File: config.mk
export PLATFORM = sky130hd
export DESIGN_NAME = rca_op_sequencer
export DESIGN_NICKNAME = d
export VERILOG_FILES = /design/src/rtl/rca_pkg.sv /design/src/rtl/rca_op_sequencer.sv
export SDC_FILE = /design/constraint.sdc
export NUM_CORES = 1
export LEC_CHECK = 0
export CAP_MARGIN = 10
export CORE_ASPECT_RATIO = 1.5
export CORE_MARGIN = 3
export CORE_UTILIZATION = 49
export CTS_CLUSTER_DIAMETER = 50
export DETAILED_ROUTE_END_ITERATION = 10
export GPL_TIMING_DRIVEN = 0
export HOLD_SLACK_MARGIN = 0.08
export PLACE_DENSITY = 0.92
export SLEW_MARGIN = 20
export SYNTH_ARGS = -nofsm -noshare
export SYNTH_HDL_FRONTEND = slang
export SYNTH_SLANG_ARGS = --single-unit
File: constraint.sdc
create_clock -name clk -period 4 [get_ports clk]
set_input_delay 0.6 -clock clk [delete_from_list [all_inputs] [get_ports clk]]
set_output_delay 0.6 -clock clk [all_outputs]
set_load 0.005 [all_outputs]
File: src/rtl/rca_pkg.sv
// Shared types for the ripple-carry adder datapath: adder width, sequencer
// state encoding and the operand bundle that is driven into the adder.
package rca_pkg;

  localparam int RCA_WIDTH = 3;

  typedef enum logic [1:0] {
    IDLE   = 2'd0,
    SETTLE = 2'd1,
    DONE   = 2'd2
  } rca_seq_state_t;

  typedef struct packed {
    logic [RCA_WIDTH-1:0] a;
    logic [RCA_WIDTH-1:0] b;
    logic                 cin;
  } rca_operand_t;

endpackage

File: src/rtl/rca_op_sequencer.sv
// Operand sequencer around an external combinational ripple-carry adder:
// registers operands, waits SETTLE_CYCLES, captures sum/carry for downstream.
module rca_op_sequencer
  import rca_pkg::*;
#(
  parameter int WIDTH         = RCA_WIDTH,
  parameter int SETTLE_CYCLES = 1
) (
  input  logic             clk,
  input  logic             rst_n,
  input  logic             in_valid,
  output logic             in_ready,
  input  logic [WIDTH-1:0] in_a,
  input  logic [WIDTH-1:0] in_b,
  input  logic             in_cin,
  input  logic             in_acc,
  output logic [WIDTH-1:0] add_a,
  output logic [WIDTH-1:0] add_b,
  output logic             add_cin,
  input  logic [WIDTH-1:0] add_sum,
  input  logic             add_cout,
  output logic             out_valid,
  input  logic             out_ready,
  output logic [WIDTH-1:0] out_sum,
  output logic             out_cout,
  output logic [7:0]       op_count
);

  // The operand bundle is sized by the package, so WIDTH must match RCA_WIDTH.
  localparam logic [3:0] CNT_INIT = 4'(SETTLE_CYCLES - 1);

  rca_seq_state_t r_state;
  rca_operand_t   r_op;
  logic [3:0]     r_cnt;
  logic [WIDTH-1:0] r_acc;
  logic [WIDTH-1:0] r_out_sum;
  logic           r_out_cout;
  logic           r_out_valid;
  logic [7:0]     r_op_count;
  logic           w_in_ready;

  assign w_in_ready = (r_state == IDLE);

  always_ff @(posedge clk or negedge rst_n) begin
    if (!rst_n) begin
      r_state     <= IDLE;
      r_op        <= '0;
      r_cnt       <= '0;
      r_acc       <= '0;
      r_out_sum   <= '0;
      r_out_cout  <= 1'b0;
      r_out_valid <= 1'b0;
      r_op_count  <= '0;
    end else begin
      case (r_state)
        IDLE: begin
          if (in_valid) begin
            r_op.a   <= in_acc ? r_acc : in_a;
            r_op.b   <= in_b;
            r_op.cin <= in_cin;
            r_cnt    <= CNT_INIT;
            r_state  <= SETTLE;
          end
        end
        SETTLE: begin
          if (r_cnt == 4'd0) begin
            r_out_sum   <= add_sum;
            r_out_cout  <= add_cout;
            r_acc       <= add_sum;
            r_out_valid <= 1'b1;
            r_state     <= DONE;
          end else begin
            r_cnt <= r_cnt - 4'd1;
          end
        end
        DONE: begin
          // Return to IDLE only; the next operand is taken a cycle later.
          if (r_out_valid && out_ready) begin
            r_out_valid <= 1'b0;
            if (r_op_count != 8'hFF) r_op_count <= r_op_count + 8'd1;
            r_state <= IDLE;
          end
        end
        default: r_state <= IDLE;
      endcase
    end
  end

  assign in_ready  = w_in_ready;
  assign add_a     = r_op.a;
  assign add_b     = r_op.b;
  assign add_cin   = r_op.cin;
  assign out_valid = r_out_valid;
  assign out_sum   = r_out_sum;
  assign out_cout  = r_out_cout;
  assign op_count  = r_op_count;

endmodule

* After elaboration in Yosys (flattened, before gate mapping)
Cells that the tools add are included.
Storage, ports and cells: register bits 26, latch bits 0, bits in writable memories 0, memory bits (read-only) 0, bits of input ports 16, output and inout bits 21, logic and storage cells 40, memories 0
Operators by class: $add $sub $neg 2, $mul 0, divide/modulo/power cells 0, order comparisons 0, equal/unequal tests 7, shift operators 0, muxes and demuxes 11, bitwise operators 0, reductions and logical operators 11
Operators with widths (count):
- $reduce_and 3->1 | 4
- $add 8x1->8 const B | 1
- $mux 4 | 2
- $ne 2x2->1 const B | 4
- $ne 8x8->1 const B | 1
- $pmux 4 s2 | 1
- $mux 2 | 3
- $pmux 2 s3 | 1
- $logic_not 4->1 | 1
- $reduce_and 2->1 | 2
- $reduce_bool 2->1 | 2
- $sub 4x1->4 const B | 1
- $mux 3 | 1
- $eq 2x1->1 const B | 1
- $eq 2x2->1 const B | 1
- $logic_not 2->1 | 1
- $mux 1 | 2
- $pmux 1 s2 | 1
- $logic_and 1x1->1 | 1

* Longest topological paths before layout
depth after elaboration 3, depth in mapped cells 5, gate-level depth less buffers 5

* Worst setup path after synthesis
No wires, ideal clock.
path kind reg2reg, start point register r_op_count[0], in the netlist op_count[0], end point register r_op_count[1], in the netlist op_count[1], setup time 125 ps, arrival 1501 ps, required time 3875 ps, slack 2374 ps, cell stages (with the launch flop) 6, path buffers 1, period minus slack after synthesis 1626 ps, cells stage by stage dfrtp_1 -> ha_1 -> clkbuf_1 -> nand4_1 -> o21ai_0 -> mux2_2
On the way: word-level cells in the longest chain between the ends 2
RTL lines:
- start, declared | RTL line rca_op_sequencer.sv:39 | logic [7:0] r_op_count;
- start signal, assigned | RTL line rca_op_sequencer.sv:80 | if (r_op_count != 8'hFF) r_op_count <= r_op_count + 8'd1;
- parallel branches: the longest is 2 deep, another holds $add 8x1->8
Several ways; the timed one is not identified. A chain may end at the register's enable or synchronous reset.

* Worst setup path in the final report
start point register r_state[1], end point output port in_ready
On the way: word-level cells in the longest chain between the ends 1
RTL lines:
- start, declared | RTL line rca_op_sequencer.sv:32 | rca_seq_state_t r_state;
- start signal, assigned | RTL line rca_op_sequencer.sv:46 | r_state <= IDLE;
- start signal, assigned | RTL line rca_op_sequencer.sv:62 | r_state <= SETTLE;
- start signal, assigned | RTL line rca_op_sequencer.sv:71 | r_state <= DONE;
- $logic_not 2->1 | RTL line rca_op_sequencer.sv:42 | assign w_in_ready = (r_state == IDLE);
- end, declared | RTL line rca_op_sequencer.sv:12 | output logic in_ready,
No other way between the ends.

==> metrics <==
Setup Fix Bufs, Post-CTS 0; RSZ-0062 raised after global routing no; Slew headroom 0.623; CP max stage cell clkdlybuf4s50_1; Die X 46.6 um; syn_area_per_cell 11.8 um^2; Synth top area share 0.537; Crit Path Class register to output pin; total gr overflow 0; PwrDens 647 nW/um^2; critical path endpoint category output pin; critical path depth 2; Period minus WS final 2010 ps; Place WS 1850 ps; Synth Cell Area 1210 um^2; Crit path required time 3400 ps; Starting DRT DRC Count 36; WP buf/inv 1; # IOs 37; area of the multi-input gates 523 um^2; Synth Instances 103; initial antenna violation count 0; P_leak 0.719 nW; PortBufs 36; clock-pin slew of the registers on the worst-case setup and hold paths 130 ps; filler instances 150; die height 66.9 um; FP Rows 21; top cells by count, synth 26 x dfrtp_1, 10 x mux2_2, 9 x nand2_1, 7 x o21ai_0, 5 x nand3_1; ys flop type dfrtp_1; Worst Max-Slew Pin Slew 566 ps; post-route setup TNS 0 ps; Root Buffer clkbuf_4; Routed Antenna Nets 0; Crit Path Max Fanout 8; max incr delay on CP 500 ps; area leader, netlist dfrtp_1; Core ar. 2290 um^2; status completed; die area 3120 um^2; Sink Count 26; Resize count post-CTS 0; first-pass GRT wire length 4.44 mm; largest net degree at the start of global routing 27; clk_skew 1.36 ps; most instantiated library cell after synthesis dfrtp_1; vias per cell 5.80; Achievable Freq 498 MHz; share of cells above drive strength 1 0.140; final period utilization 0.502; Ys Warns 0; CTS Buf Count 3; # H-tree levels 1; Final Hold Fails 0; # DRC 0; Top delay family on crit path buffers and inverters; vias post-DR 962; largest cells by area after synthesis dfrtp_1 54%, mux2_2 9.3%, mux2i_1 3.3%; WL/cell 15.8 um; GR Util met3 0.0324; met1 usage in global routing 0.222; Critical Path Start Type register; Max IR drop VDD 0.000400 V; Critical R2R Launch op_count[0]$_DFFE_PN0P_; GR peak layer met2; hold_buf cts 0; vias in the first global route 1047; routability cong. 0.749; worst endpoint data arrival time 1410 ps; routed wire length 2.62 mm; final setup fails 0; Post-synth EDFFs 0; Yosys cell types 33; CTS max path bufs 2; Tot GR Track Use 0.194; ys async rst share 1.00; Syn-to-layout area delta 34.7%; max cap viols 0; R2R Setup Slk 2170 ps; final-report max-slew violation count 0; synthesis-stage register bit count 26; HP Class input pin to asynchronous set/reset pin; syn_nets 121; sequential fraction of the synthesis area 0.537; clk_lat worst skew 310 ps; Final HPWL DP 2.09 mm; Reg area 651 um^2; RR Endpoint op_count[1]$_DFFE_PN0P_; final-stage net count 162; CTS tree yes; Reg2Reg Depth 5; drt pass-1 iters 4; met2 usage 0.334; Starting Density 0.530; crit path cell chain nor2_1, clkdlybuf4s50_1; n_diodes 0; post-route setup slack 1990 ps
## kinds of logic after synthesis
family                     after synthesis  synth area share
DFF                                     26             0.537
AOI/OAI and AO/OA                       17            0.0939
adders and majority gates                2            0.0206
and+or+nand+nor                         33             0.157
buffers and inverters                    7            0.0320
muxes                                   15             0.138
xor gates and xnor gates                 3            0.0217
## placed cells by master (no fill, tap or decap), types with 2 or more instances in the layout
| cell type | count |
|---|---|
| a41oi_1 | 3 |
| and3_1 | 2 |
| buf_2 | 2 |
| clkbuf_4 | 3 |
| clkdlybuf4s50_1 | 35 |
| dfrtp_1 | 26 |
| ha_1 | 2 |
| inv_1 | 3 |
| mux2_2 | 10 |
| mux2i_1 | 4 |
| nand2_1 | 9 |
| nand2b_1 | 3 |
| nand3_1 | 5 |
| nand4_1 | 3 |
| o211ai_1 | 3 |
| o21ai_0 | 7 |
| o31ai_1 | 2 |
| xnor2_1 | 3 |
## registers in the layout, indices dropped and copies added, names as in the netlist
signal and cells:
add_a 3, add_b 3, add_cin 1, op_count 8, out_cout 1, out_sum 3
out_valid 1, r_cnt 4, r_state 2
## layer usage
layer | vias to the layer above | part of all wire | wire [um]
li1 | 455 | - | -
met4 | 0 | 0.024 | 64
met3 | 8 | 0.046 | 121
met2 | 30 | 0.57 | 1490
met5 | - | 0 | 0
met1 | 469 | 0.36 | 947
## worst max-delay path by stage
stage	startpoint	endpoint	slack, ps
final	r_state[1]$_DFFE_PN0P_	in_ready	1990
after global routing	r_state[1]$_DFFE_PN0P_	in_ready	1930
after global placement	in_valid	add_b[1]$_DFFE_PN0P_	1890
after CTS	r_state[1]$_DFFE_PN0P_	in_ready	1980
after floorplan	op_count[0]$_DFFE_PN0P_	op_count[1]$_DFFE_PN0P_	2370
after detailed placement	in_valid	add_b[1]$_DFFE_PN0P_	1850
## report_power, final
| group | total [mW] | switching (mW) | internal, mW |
|---|---|---|---|
| Combinational | 0.479 | 0.187 | 0.292 |
| Clock | 0.126 | 0.0707 | 0.0555 |
| Sequential | 0.451 | 0.0859 | 0.365 |
## through the flow
step	utilization	power [mW]	cells	cell area, um^2	hold WS (ps)
6_report	0.714	1.06	166	1630	263
5_1_grt	0.714	1.15	166	1630	277
4_1_cts	0.714	1.07	166	1630	271
3_5_place_dp	0.698	0.942	162	1600	499
3_3_place_gp	0.701	0.907	162	1600	465
2_1_floorplan	-	0.690	103	1210	304
## area by class of cell
| type | count | area share |
|---|---|---|
| timing repair buffer | 36 | 0.218 |
| sequential | 26 | 0.398 |
| clock buffer | 4 | 0.0222 |
| multi-input combinational | 70 | 0.320 |
| inverter | 3 | 0.00690 |
| buffer | 4 | 0.0169 |
| tap | 23 | 0.0176 |
Power figures use the tool's default switching activity.
